**src/rtl/pipe_addsub_pkg.sv**
```systemverilog
// pipe_addsub_pkg: shared types and helpers for the segmented pipelined adder.
// MAX_DATA_W bounds the stage struct; instances narrower than it zero-extend.
package pipe_addsub_pkg;

  localparam int MAX_DATA_W = 64;

  // Width of one carry-linked segment.
  function automatic int seg_w(input int data_w, input int segs);
    return data_w / segs;
  endfunction

  // One carry-propagating pipeline slot: partial sum built so far, the
  // (B already inverted for subtract) operands still to be consumed, and the
  // carry handed to the next segment.
  typedef struct packed {
    logic                  vld;
    logic [MAX_DATA_W-1:0] sum;
    logic [MAX_DATA_W-1:0] a;
    logic [MAX_DATA_W-1:0] b;
    logic                  cy;
  } stage_t;

endpackage

```
**src/rtl/pipe_addsub_seg.sv**
```systemverilog
// pipe_addsub_seg: stage K of the pipeline. Adds segment K of the skewed
// operands plus the incoming carry and registers the whole slot.
module pipe_addsub_seg
  import pipe_addsub_pkg::*;
#(
  parameter int DATA_W = 64,
  parameter int SEGS   = 4,
  parameter int K      = 0
) (
  input  logic   i_clk,
  input  logic   i_rst,
  input  logic   i_en,
  input  stage_t i_st,
  output stage_t o_st
);

  localparam int SEG_W = seg_w(DATA_W, SEGS);
  localparam int LO    = K * SEG_W;

  stage_t           st_d, st_q;
  logic [SEG_W:0]   add;

  // Segment add; everything else in the slot passes through untouched.
  always_comb begin
    add  = {1'b0, i_st.a[LO +: SEG_W]} + {1'b0, i_st.b[LO +: SEG_W]}
         + {{SEG_W{1'b0}}, i_st.cy};
    st_d = st_q;
    if (i_en) begin
      st_d                = i_st;
      st_d.sum[LO +: SEG_W] = add[SEG_W-1:0];
      st_d.cy             = add[SEG_W];
    end
  end

  // Slot register; reset discards whatever beat was in flight.
  always_ff @(posedge i_clk or posedge i_rst) begin
    if (i_rst) st_q <= '0;
    else       st_q <= st_d;
  end

  assign o_st = st_q;

endmodule

```
**src/rtl/pipe_addsub.sv**
```systemverilog
// pipe_addsub: SEGS-deep segmented adder/subtractor with valid/ready and
// whole-pipeline stall. Optional signed-overflow flag under the macro
// PIPE_ADDSUB_FLAGS_EN.
module pipe_addsub
  import pipe_addsub_pkg::*;
#(
  parameter int DATA_W = 64,
  parameter int SEGS   = 4
) (
  input  logic              i_clk,
  input  logic              i_rst,
  input  logic              i_in_valid,
  output logic              o_in_ready,
  input  logic [DATA_W-1:0] i_a,
  input  logic [DATA_W-1:0] i_b,
  input  logic              i_sub,
  output logic              o_out_valid,
  input  logic              i_out_ready,
  output logic [DATA_W-1:0] o_sum,
  output logic              o_cout
`ifdef PIPE_ADDSUB_FLAGS_EN
  ,
  output logic              o_ovf
`endif
);

  logic   en;
  stage_t st_in;
  stage_t st_out [SEGS];

  // Everything moves together: only when the output slot is empty or drained.
  assign en          = !o_out_valid || i_out_ready;
  assign o_in_ready  = en;

  // Entry slot: A - B is A + ~B + 1, so invert B and inject i_sub as carry-in.
  always_comb begin
    st_in                = '0;
    st_in.vld            = i_in_valid;
    st_in.a[DATA_W-1:0]  = i_a;
    st_in.b[DATA_W-1:0]  = i_sub ? ~i_b : i_b;
    st_in.cy             = i_sub;
  end

  for (genvar k = 0; k < SEGS; k++) begin : g_seg
    if (k == 0) begin : g_first
      pipe_addsub_seg #(.DATA_W(DATA_W), .SEGS(SEGS), .K(k)) u_seg (
        .i_clk(i_clk), .i_rst(i_rst), .i_en(en), .i_st(st_in), .o_st(st_out[k])
      );
    end else begin : g_rest
      pipe_addsub_seg #(.DATA_W(DATA_W), .SEGS(SEGS), .K(k)) u_seg (
        .i_clk(i_clk), .i_rst(i_rst), .i_en(en), .i_st(st_out[k-1]), .o_st(st_out[k])
      );
    end
  end

  assign o_out_valid = st_out[SEGS-1].vld;
  assign o_sum       = st_out[SEGS-1].sum[DATA_W-1:0];
  assign o_cout      = st_out[SEGS-1].cy;

`ifdef PIPE_ADDSUB_FLAGS_EN
  // Carry into the MSB is a^b^sum at that bit. The last stage registers the
  // operand half (a^b at MSB) next to its segment sum; XOR with the registered
  // sum bit recovers the carry-in, and XOR with carry-out gives overflow.
  stage_t last_in;
  logic   msbx_d, msbx_q;

  if (SEGS == 1) begin : g_last_in1
    assign last_in = st_in;
  end else begin : g_last_inn
    assign last_in = st_out[SEGS-2];
  end

  // Capture operand MSB parity in step with the last stage.
  always_comb begin
    msbx_d = msbx_q;
    if (en) msbx_d = last_in.a[DATA_W-1] ^ last_in.b[DATA_W-1];
  end

  // Flag companion register, cleared with the pipeline.
  always_ff @(posedge i_clk or posedge i_rst) begin
    if (i_rst) msbx_q <= 1'b0;
    else       msbx_q <= msbx_d;
  end

  assign o_ovf = (msbx_q ^ o_sum[DATA_W-1]) ^ o_cout;
`endif

endmodule

```
**config.mk**
```make
export PLATFORM = sky130hd
export DESIGN_NAME = pipe_addsub
export DESIGN_NICKNAME = d
export VERILOG_FILES = /design/src/rtl/pipe_addsub_pkg.sv /design/src/rtl/pipe_addsub_seg.sv /design/src/rtl/pipe_addsub.sv
export SDC_FILE = /design/constraint.sdc
export NUM_CORES = 1
export LEC_CHECK = 0
export BUFFER_PORTS_ARGS = -buffer_cell sky130_fd_sc_hd__buf_2
export CAP_MARGIN = 20
export CORE_UTILIZATION = 35
export DETAILED_ROUTE_END_ITERATION = 10
export PLACE_DENSITY_LB_ADDON = 0.05
export SYNTH_ARGS = -nofsm -noshare
export SYNTH_HDL_FRONTEND = slang
export SYNTH_SLANG_ARGS = --single-unit
```
**constraint.sdc**
```tcl
create_clock -name i_clk -period 22.2 [get_ports i_clk]
set_clock_uncertainty 0.05 [all_clocks]
set_input_delay 1.11 -clock i_clk [delete_from_list [all_inputs] [get_ports i_clk]]
set_output_delay 1.11 -clock i_clk [all_outputs]
set_load 0.005 [all_outputs]
```
==> run_summary.xml, run 1 <==
<?xml version="1.0" encoding="UTF-8"?>
<metrics>
  <group name="global_route">
    <metric name="grt_max_degree" unit="">132</metric>
    <metric name="track_usage" unit="%">16.5</metric>
    <metric name="grt_pass1_wl" unit="µm">64300</metric>
    <metric name="antenna_found_initial" unit="">4</metric>
    <metric name="total_grt_overflow" unit="">0</metric>
    <metric name="number_of_global_route_vias_before_repair" unit="">12451</metric>
  </group>
  <group name="worst_setup_path">
    <metric name="critical_path_required" unit="ns">21.04</metric>
    <metric name="criticalPathCategory" unit="">in -&gt; out</metric>
    <metric name="type_of_element_launching_the_critical_path" unit="">input port</metric>
    <metric name="critical_path.max_fanout" unit="">131</metric>
    <metric name="arrival" unit="ns">2.55</metric>
    <metric name="cp-end-kind" unit="">output port</metric>
  </group>
  <group name="sta">
    <metric name="period_share" unit="%">16.7</metric>
    <metric name="max_freq" unit="MHz">269</metric>
    <metric name="hold_fails_final_rpt" unit="">0</metric>
    <metric name="final_period_minus_worst_setup_slack" unit="ns">3.71</metric>
    <metric name="worst_slew_margin_rel" unit="%">35.0</metric>
    <metric name="rsz0062_at_grt" unit="">false</metric>
    <metric name="setup_total_negative_slack" unit="ns">0</metric>
    <metric name="worstMarginPinSlew" unit="ns">0.975</metric>
    <metric name="final_critical_path_setup_slack" unit="ns">18.49</metric>
    <metric name="setup_violations" unit="">0</metric>
    <metric name="slew_viol_final" unit="">0</metric>
  </group>
  <group name="synthesis">
    <metric name="ys_seq_area_share" unit="%">53.9</metric>
    <metric name="synth_top_flop_cell" unit="">sky130_fd_sc_hd__dfrtp_1</metric>
    <metric name="synth_nets" unit="">2073</metric>
    <metric name="netlist_instances" unit="">1873</metric>
    <metric name="post_synth_and_or_nand_nor_area_fraction" unit="%">22.0</metric>
    <metric name="synth-xor-area-share" unit="%">5.77</metric>
    <metric name="synthesis.yosys.warnings" unit="">0</metric>
    <metric name="async_sr_flop_fraction" unit="%">100</metric>
    <metric name="synth-compound-area-share" unit="%">10.3</metric>
    <metric name="post_synth_num_cell_types" unit="">62</metric>
    <metric name="synthMuxAreaShare" unit="%">0.210</metric>
    <metric name="dominant_combinational_cell_family_by_area_after_synthesis" unit="">simple AND/OR/NAND/NOR gates</metric>
    <metric name="synth_edf_count" unit="">0</metric>
    <metric name="synthesis.area" unit="µm²">16700</metric>
    <metric name="synth_area_per_cell" unit="µm²">8.92</metric>
    <metric name="yosys.area_share.adder" unit="%">5.33</metric>
    <metric name="yosys_register_bits" unit="">360</metric>
  </group>
  <group name="power_and_ir_drop">
    <metric name="vdd_drop_max" unit="V">0.0000519</metric>
    <metric name="power_dens_cells" unit="nW/µm²">147</metric>
    <metric name="power.static_leakage" unit="nW">9.96</metric>
  </group>
  <group name="cts">
    <metric name="cts.sink_count" unit="">360</metric>
    <metric name="cts_resized" unit="">0</metric>
    <metric name="postCtsSetupBuffers" unit="">0</metric>
    <metric name="ctsRootBufferMaster" unit="">sky130_fd_sc_hd__clkbuf_16</metric>
    <metric name="tritoncts.num_buffers" unit="">42</metric>
    <metric name="ctsHtreeMaxLevel" unit="">2</metric>
    <metric name="clk_lat_worst_skew" unit="ns">0.55</metric>
    <metric name="hold_buffers" unit="">0</metric>
    <metric name="clockBufferDepth" unit="">3</metric>
    <metric name="clkSlewWorstSetupHoldPaths" unit="ns">0.06</metric>
    <metric name="cts_tree" unit="">built</metric>
  </group>
  <group name="route">
    <metric name="drc" unit="">13</metric>
    <metric name="avgViaCountPerCell" unit="">4.71</metric>
    <metric name="finalWirelength" unit="µm">39100</metric>
    <metric name="initialDrtViolationCount" unit="">807</metric>
    <metric name="vias" unit="">12619</metric>
    <metric name="wire_length_per_cell" unit="µm">14.6</metric>
    <metric name="detail_route.first_pass.iterations" unit="">8</metric>
    <metric name="antenna_violating_nets_post_route" unit="">0</metric>
  </group>
  <group name="outcome">
    <metric name="failing_checks" unit="">DRC</metric>
    <metric name="run_status" unit="">finished with violations</metric>
  </group>
  <group name="placed_design">
    <metric name="place_ws" unit="ns">17.93</metric>
    <metric name="dp_cells" unit="">2601</metric>
    <metric name="gp_routability_congestion" unit="">0.798</metric>
    <metric name="postPlaceCellArea" unit="µm²">18200</metric>
    <metric name="buffer_ports.inserted" unit="">199</metric>
    <metric name="hpwlAfterDp" unit="µm">25900</metric>
  </group>
  <group name="final_layout">
    <metric name="design_area" unit="µm²">19700</metric>
    <metric name="layout.core_utilization" unit="%">42.0</metric>
    <metric name="fillerInstances" unit="">4852</metric>
    <metric name="instances_no_fill" unit="">2680</metric>
    <metric name="finish.net_count" unit="">2240</metric>
    <metric name="final_layout_size_suffix_gt1_share" unit="%">14.3</metric>
    <metric name="area_of_combinational_cells_with_multiple_inputs" unit="µm²">7290</metric>
    <metric name="area.sequential" unit="µm²">9010</metric>
    <metric name="area_growth" unit="%">17.9</metric>
  </group>
  <group name="flow_run">
    <metric name="drv_cap" unit="">0</metric>
  </group>
  <group name="die">
    <metric name="core_area" unit="µm²">46900</metric>
    <metric name="floorplan.initialDensity" unit="%">35.7</metric>
    <metric name="io_pins" unit="">200</metric>
    <metric name="die_area" unit="µm²">48600</metric>
    <metric name="core.rowCount" unit="">79</metric>
    <metric name="die_height" unit="µm">220</metric>
    <metric name="die_x" unit="µm">220</metric>
  </group>
  <group name="min_path">
    <metric name="min_delay_worst_type" unit="">reg -&gt; reg</metric>
  </group>
</metrics>
synth_stat cells (2+ instances only):
master,count,share of area (%)
sky130_fd_sc_hd__nand2b_1,4,0.15
sky130_fd_sc_hd__xnor2_1,74,3.9
sky130_fd_sc_hd__nor4_1,2,0.075
sky130_fd_sc_hd__clkbuf_1,85,1.9
sky130_fd_sc_hd__or3_1,6,0.22
sky130_fd_sc_hd__a21o_1,25,1.1
sky130_fd_sc_hd__xor2_1,36,1.9
sky130_fd_sc_hd__nand2_1,856,19
sky130_fd_sc_hd__dfrtp_1,360,54
sky130_fd_sc_hd__inv_1,17,0.38
sky130_fd_sc_hd__o21bai_1,3,0.13
sky130_fd_sc_hd__o21ai_1,4,0.12
sky130_fd_sc_hd__o311ai_0,2,0.10
sky130_fd_sc_hd__nand4_1,2,0.075
sky130_fd_sc_hd__nor2_1,40,0.90
sky130_fd_sc_hd__o21a_1,12,0.54
sky130_fd_sc_hd__a211o_1,3,0.16
sky130_fd_sc_hd__nor3b_1,4,0.18
sky130_fd_sc_hd__a221oi_1,3,0.16
sky130_fd_sc_hd__a211oi_1,6,0.27
sky130_fd_sc_hd__and3_1,4,0.15
sky130_fd_sc_hd__o31ai_2,2,0.15
sky130_fd_sc_hd__fa_1,7,0.84
sky130_fd_sc_hd__nand3_1,13,0.39
sky130_fd_sc_hd__a31o_2,2,0.10
sky130_fd_sc_hd__o21ai_0,102,3.1
sky130_fd_sc_hd__nor3_1,7,0.21
sky130_fd_sc_hd__o211ai_1,9,0.40
sky130_fd_sc_hd__a21oi_1,74,2.2
sky130_fd_sc_hd__nor2b_1,4,0.15
sky130_fd_sc_hd__ha_1,60,4.5
sky130_fd_sc_hd__a31oi_1,6,0.22
sky130_fd_sc_hd__and2_1,3,0.11
sky130_fd_sc_hd__o31ai_1,7,0.31
sky130_fd_sc_hd__buf_2,2,0.060
layout make-up:
type | instances | share of cell area, %
sequential | 360 | 45.7
multi-input combinational | 1405 | 37.0
clock buffer | 63 | 6.57
timing repair buffer | 213 | 5.81
tap | 607 | 3.86
clock inverter | 12 | 0.559
inverter | 18 | 0.419
antenna | 2 | 0.0254
critical path: stages:
cell	delay, ns
sky130_fd_sc_hd__buf_2	0.11
sky130_fd_sc_hd__nor2b_4	0.09
sky130_fd_sc_hd__buf_4	0.56
sky130_fd_sc_hd__inv_8	0.41
sky130_fd_sc_hd__buf_2	0.26
sequential cells by signal, summed over array words and instances (netlist names):
signal	cells
g_seg.g_first.u_seg.o_st	114
g_seg.g_rest.u_seg.o_st	246
report_power, final:
part | switching, mW | leakage [nW] | internal (mW) | total (mW)
Clock | 0.272 | 0.703 | 0.424 | 0.696
Sequential | 0.162 | 4.34 | 0.952 | 1.11
Combinational | 0.634 | 4.92 | 0.443 | 1.08
per-stage QoR:
stage / total power, mW / hold slack (ns)
after floorplan: 1.90 / 0.380
after global placement: 2.20 / 0.395
after detailed placement: 2.22 / 0.402
after CTS: 2.95 / 0.414
after global routing: 3.16 / 0.424
final: 2.89 / 0.406
metal layers:
metal  up-vias  track usage [%]  share of wire, %  wire length (µm)
met5         -                0             0.059                23
li1       6389                -                 -                 -
met2       188             26.0                46             17800
met4         4             6.14               2.8              1100
met1      5971             22.6                48             18600
met3        67             2.97               4.0              1560
cell families after synthesis:
family | after synthesis
muxes | 3
AOI/OAI and AO/OA | 277
adders and majority gates | 67
DFF | 360
and+or+nand+nor | 948
buffers and inverters | 108
xor gates and xnor gates | 110
layout by cell type, fill, tap and decap left out, types with 3 or more instances in the layout:
cell type,count
sky130_fd_sc_hd__a211o_1,3
sky130_fd_sc_hd__a211oi_1,6
sky130_fd_sc_hd__a21o_1,25
sky130_fd_sc_hd__a21oi_1,74
sky130_fd_sc_hd__a221oi_1,3
sky130_fd_sc_hd__a31oi_1,6
sky130_fd_sc_hd__and2_1,3
sky130_fd_sc_hd__and3_1,4
sky130_fd_sc_hd__buf_2,198
sky130_fd_sc_hd__buf_4,13
sky130_fd_sc_hd__clkbuf_1,8
sky130_fd_sc_hd__clkbuf_16,45
sky130_fd_sc_hd__clkbuf_8,10
sky130_fd_sc_hd__clkinv_2,10
sky130_fd_sc_hd__dfrtp_1,360
sky130_fd_sc_hd__fa_1,7
sky130_fd_sc_hd__ha_1,60
sky130_fd_sc_hd__inv_1,16
sky130_fd_sc_hd__nand2_1,856
sky130_fd_sc_hd__nand2b_1,4
sky130_fd_sc_hd__nand3_1,13
sky130_fd_sc_hd__nor2_1,40
sky130_fd_sc_hd__nor2b_1,3
sky130_fd_sc_hd__nor3_1,7
sky130_fd_sc_hd__nor3b_1,4
sky130_fd_sc_hd__o211ai_1,9
sky130_fd_sc_hd__o21a_1,12
sky130_fd_sc_hd__o21ai_0,102
sky130_fd_sc_hd__o21ai_1,4
sky130_fd_sc_hd__o21bai_1,3
sky130_fd_sc_hd__o31ai_1,7
sky130_fd_sc_hd__or3_1,6
sky130_fd_sc_hd__xnor2_1,74
sky130_fd_sc_hd__xor2_1,36
final timing paths:
path,startpoint,to,slack [ns],depth (start not counted)
worst max-delay path,i_out_ready,o_in_ready,18.49,5
worst min-delay path,g_seg[3].g_rest.u_seg.o_st[151]$_DFFE_PP0P_,g_seg[3].g_rest.u_seg.o_st[151]$_DFFE_PP0P_,0.41,2
worst max register to register,g_seg[3].g_rest.u_seg.o_st[193]$_DFFE_PP0P_,g_seg[2].g_rest.u_seg.o_st[174]$_DFFE_PP0P_,18.92,8
worst min register to register,g_seg[3].g_rest.u_seg.o_st[151]$_DFFE_PP0P_,g_seg[3].g_rest.u_seg.o_st[151]$_DFFE_PP0P_,0.41,2
max in group asynchronous,i_rst,g_seg[3].g_rest.u_seg.o_st[183]$_DFFE_PP0P_,19.38,5
min in group asynchronous,i_rst,g_seg[3].g_rest.u_seg.o_st[155]$_DFFE_PP0P_,0.58,2
Power figures use the tool's default switching activity.
==> inputs of run 2 (changes only) <==
==> constraint.sdc (replaced) <==
create_clock -name i_clk -period 3.6 [get_ports i_clk]
set_clock_uncertainty 0.05 [all_clocks]
set_input_delay 0.18 -clock i_clk [delete_from_list [all_inputs] [get_ports i_clk]]
set_output_delay 0.18 -clock i_clk [all_outputs]
set_load 0.005 [all_outputs]
==> run 2 against run 1 <==
Effect of this change: the run still ends with DRC left; worst setup slack got worse by 18 ns; clock-buffer cell count rose by 6; sequential share of layout area fell by 2.5 points; final cell count rose by 3.9%; register-to-register slack got worse by 18 ns; combinational power rose to 6.3 times the previous value; critical endpoint is now g_seg[2].g_rest.u_seg.o_st[175]$_DFFE_PP0P_; hold slack got worse by 0.33 ns; global-route usage rose by 0.37 points; via count rose by 2.5%.
==> run_summary.xml, run 2 (synthesized netlist as in run 1, its figures left out) <==
<?xml version="1.0" encoding="UTF-8"?>
<metrics>
  <group name="final_layout">
    <metric name="final_cell_mix" unit="">sky130_fd_sc_hd__nand2_1, sky130_fd_sc_hd__dfrtp_1, sky130_fd_sc_hd__buf_2, sky130_fd_sc_hd__o21ai_0, sky130_fd_sc_hd__dlygate4sd3_1</metric>
    <metric name="final_layout_size_suffix_gt1_share" unit="%">13.5</metric>
    <metric name="design_area" unit="µm²">20800</metric>
    <metric name="layout.core_utilization" unit="%">44.4</metric>
    <metric name="area_growth" unit="%">24.6</metric>
    <metric name="layout.cells.most_common" unit="">sky130_fd_sc_hd__nand2_1</metric>
    <metric name="finish.net_count" unit="">2344</metric>
    <metric name="max_ffs_per_register" unit="">246</metric>
    <metric name="instances_no_fill" unit="">2784</metric>
  </group>
  <group name="sta">
    <metric name="max_freq" unit="MHz">358</metric>
    <metric name="final_period_minus_worst_setup_slack" unit="ns">2.80</metric>
    <metric name="period_share" unit="%">77.7</metric>
    <metric name="slew_viol_final" unit="">0</metric>
    <metric name="finalHoldWorstSlack" unit="ns">0.0767</metric>
    <metric name="worstMarginPinSlew" unit="ns">0.916</metric>
    <metric name="setup_total_negative_slack" unit="ns">0</metric>
    <metric name="hold_fails_final_rpt" unit="">0</metric>
    <metric name="final_critical_path_setup_slack" unit="ns">0.804</metric>
    <metric name="rsz0062_at_grt" unit="">false</metric>
    <metric name="setup_violations" unit="">0</metric>
    <metric name="worst_slew_margin_rel" unit="%">38.9</metric>
  </group>
  <group name="die">
    <metric name="io_pins" unit="">200</metric>
    <metric name="die_area" unit="µm²">48600</metric>
    <metric name="core_area" unit="µm²">46900</metric>
    <metric name="die_x" unit="µm">220</metric>
    <metric name="die_height" unit="µm">220</metric>
    <metric name="floorplan.initialDensity" unit="%">35.7</metric>
    <metric name="core.rowCount" unit="">79</metric>
  </group>
  <group name="worst_setup_path">
    <metric name="regToRegSetupSlack" unit="ns">0.80</metric>
    <metric name="criticalPathCategory" unit="">reg -&gt; reg</metric>
    <metric name="critical_path_required" unit="ns">3.97</metric>
    <metric name="cp-end-kind" unit="">flip-flop</metric>
    <metric name="cp_common_cell" unit="">sky130_fd_sc_hd__fa_1</metric>
    <metric name="critPathBufInv" unit="">0</metric>
    <metric name="type_of_element_launching_the_critical_path" unit="">flip-flop</metric>
    <metric name="critical_path.max_fanout" unit="">3</metric>
    <metric name="crit_path_cell_trace" unit="">fa_1 -&gt; fa_1 -&gt; a21o_1 -&gt; a311oi_2 -&gt; o31ai_2 -&gt; o221ai_2 -&gt; nor3b_1 -&gt; o31ai_1</metric>
    <metric name="timing.critical_path.slowest_cell_delay" unit="ns">0.49</metric>
    <metric name="cp_slowest_cell" unit="">sky130_fd_sc_hd__fa_1</metric>
    <metric name="critical-path-top-delay-family" unit="">compound AO/OA/AOI/OAI gates</metric>
    <metric name="arrival" unit="ns">3.17</metric>
  </group>
  <group name="cts">
    <metric name="cts_tree" unit="">built</metric>
    <metric name="cts.sink_count" unit="">360</metric>
    <metric name="tritoncts.num_buffers" unit="">42</metric>
    <metric name="clk_lat_worst_skew" unit="ns">0.55</metric>
    <metric name="ctsHtreeMaxLevel" unit="">2</metric>
    <metric name="clkSlewWorstSetupHoldPaths" unit="ns">0.06</metric>
    <metric name="ctsRootBufferMaster" unit="">sky130_fd_sc_hd__clkbuf_16</metric>
    <metric name="cts_resized" unit="">0</metric>
    <metric name="postCtsSetupBuffers" unit="">0</metric>
    <metric name="clockBufferDepth" unit="">3</metric>
  </group>
  <group name="placed_design">
    <metric name="hpwlAfterDp" unit="µm">25800</metric>
    <metric name="buffer_ports.inserted" unit="">199</metric>
    <metric name="gp_routability_congestion" unit="">0.832</metric>
    <metric name="dp_cells" unit="">2606</metric>
    <metric name="place_ws" unit="ns">0.820</metric>
    <metric name="postPlaceCellArea" unit="µm²">18400</metric>
  </group>
  <group name="outcome">
    <metric name="failing_checks" unit="">DRC</metric>
    <metric name="run_status" unit="">finished with violations</metric>
  </group>
  <group name="route">
    <metric name="drc" unit="">30</metric>
    <metric name="finalWirelength" unit="µm">39500</metric>
    <metric name="wire_length_per_cell" unit="µm">14.2</metric>
    <metric name="avgViaCountPerCell" unit="">4.65</metric>
    <metric name="antenna_violating_nets_post_route" unit="">0</metric>
    <metric name="initialDrtViolationCount" unit="">788</metric>
    <metric name="detail_route.first_pass.iterations" unit="">9</metric>
    <metric name="vias" unit="">12940</metric>
  </group>
  <group name="flow_run">
    <metric name="drv_cap" unit="">0</metric>
  </group>
  <group name="min_path">
    <metric name="min_delay_worst_type" unit="">in -&gt; reg</metric>
  </group>
  <group name="global_route">
    <metric name="track_usage" unit="%">16.9</metric>
    <metric name="grt_pass1_wl" unit="µm">65800</metric>
    <metric name="grt_max_degree" unit="">124</metric>
    <metric name="antenna_found_initial" unit="">1</metric>
    <metric name="number_of_global_route_vias_before_repair" unit="">12915</metric>
    <metric name="total_grt_overflow" unit="">0</metric>
  </group>
  <group name="power_and_ir_drop">
    <metric name="power_dens_cells" unit="nW/µm²">863</metric>
    <metric name="final_power" unit="mW">18.0</metric>
    <metric name="vdd_drop_max" unit="V">0.000290</metric>
    <metric name="power.static_leakage" unit="nW">10.4</metric>
  </group>
</metrics>
-- run 2: cell types whose count changed in the layout (fill, tap and decap cells not counted), moves of 2 or more --
cell,previous run,this run
sky130_fd_sc_hd__buf_12,0,10
sky130_fd_sc_hd__buf_16,2,0
sky130_fd_sc_hd__buf_4,13,8
sky130_fd_sc_hd__clkbuf_1,8,15
sky130_fd_sc_hd__clkinv_2,10,4
sky130_fd_sc_hd__dlygate4sd3_1,0,101
-- run 2: tightest hold or removal path: cells and delay by family --
| family | cells | cell delay [ns] |
|---|---|---|
| fa+ha+maj | 1 | 0.15 |
| xor+xnor | 1 | 0.08 |
| compound gates | 1 | 0.06 |
| buf+inv | 2 | 0.17 |
-- run 2: area by class of cell --
class	instances	area, µm²
flip-flops and latches	360	9010
multi-input cells	1405	7290
diodes	1	2.50
repair buffers	317	2260
clock inverters	7	110
fillers	4843	26000
inverters	18	78.8
well taps	607	759
clock buffers	69	1310
-- run 2: metal layers --
layer	GRT usage [%]	vias to the layer above	share of wire, %
met5	0	-	0.023
met1	22.9	6059	47
met4	6.55	2	2.8
met3	2.75	65	4.0
li1	-	6614	-
met2	26.9	200	46
-- run 2: path summary, 6_finish.rpt --
check / depth (start not counted) / endpoint / start
min in group asynchronous: 3 / g_seg[2].g_rest.u_seg.o_st[153]$_DFFE_PP0P_ / i_rst
max in group asynchronous: 4 / g_seg[0].g_first.u_seg.o_st[47]$_DFFE_PP0P_ / i_rst
max reg2reg: 8 / g_seg[2].g_rest.u_seg.o_st[175]$_DFFE_PP0P_ / g_seg[1].g_rest.u_seg.o_st[0]$_DFFE_PP0P_
max: 8 / g_seg[2].g_rest.u_seg.o_st[175]$_DFFE_PP0P_ / g_seg[1].g_rest.u_seg.o_st[0]$_DFFE_PP0P_
min reg2reg: 2 / g_seg[3].g_rest.u_seg.o_st[149]$_DFFE_PP0P_ / g_seg[3].g_rest.u_seg.o_st[149]$_DFFE_PP0P_
min: 5 / g_seg[0].g_first.u_seg.o_st[130]$_DFFE_PP0P_ / i_b[1]
-- run 2: repair_timing --
action / CTS / global route
hold buffers: 101 / 0
endpoints found under the setup margin: 0 / 0
hold endpoints to repair: 124 / 0
-- run 2: where the power goes --
part           leakage, nW  switching (mW)  internal, mW
Combinational         5.38            3.92          2.85
Sequential            4.34           0.986          5.87
Clock                0.695            1.67          2.68
Total                 10.4            6.57          11.4
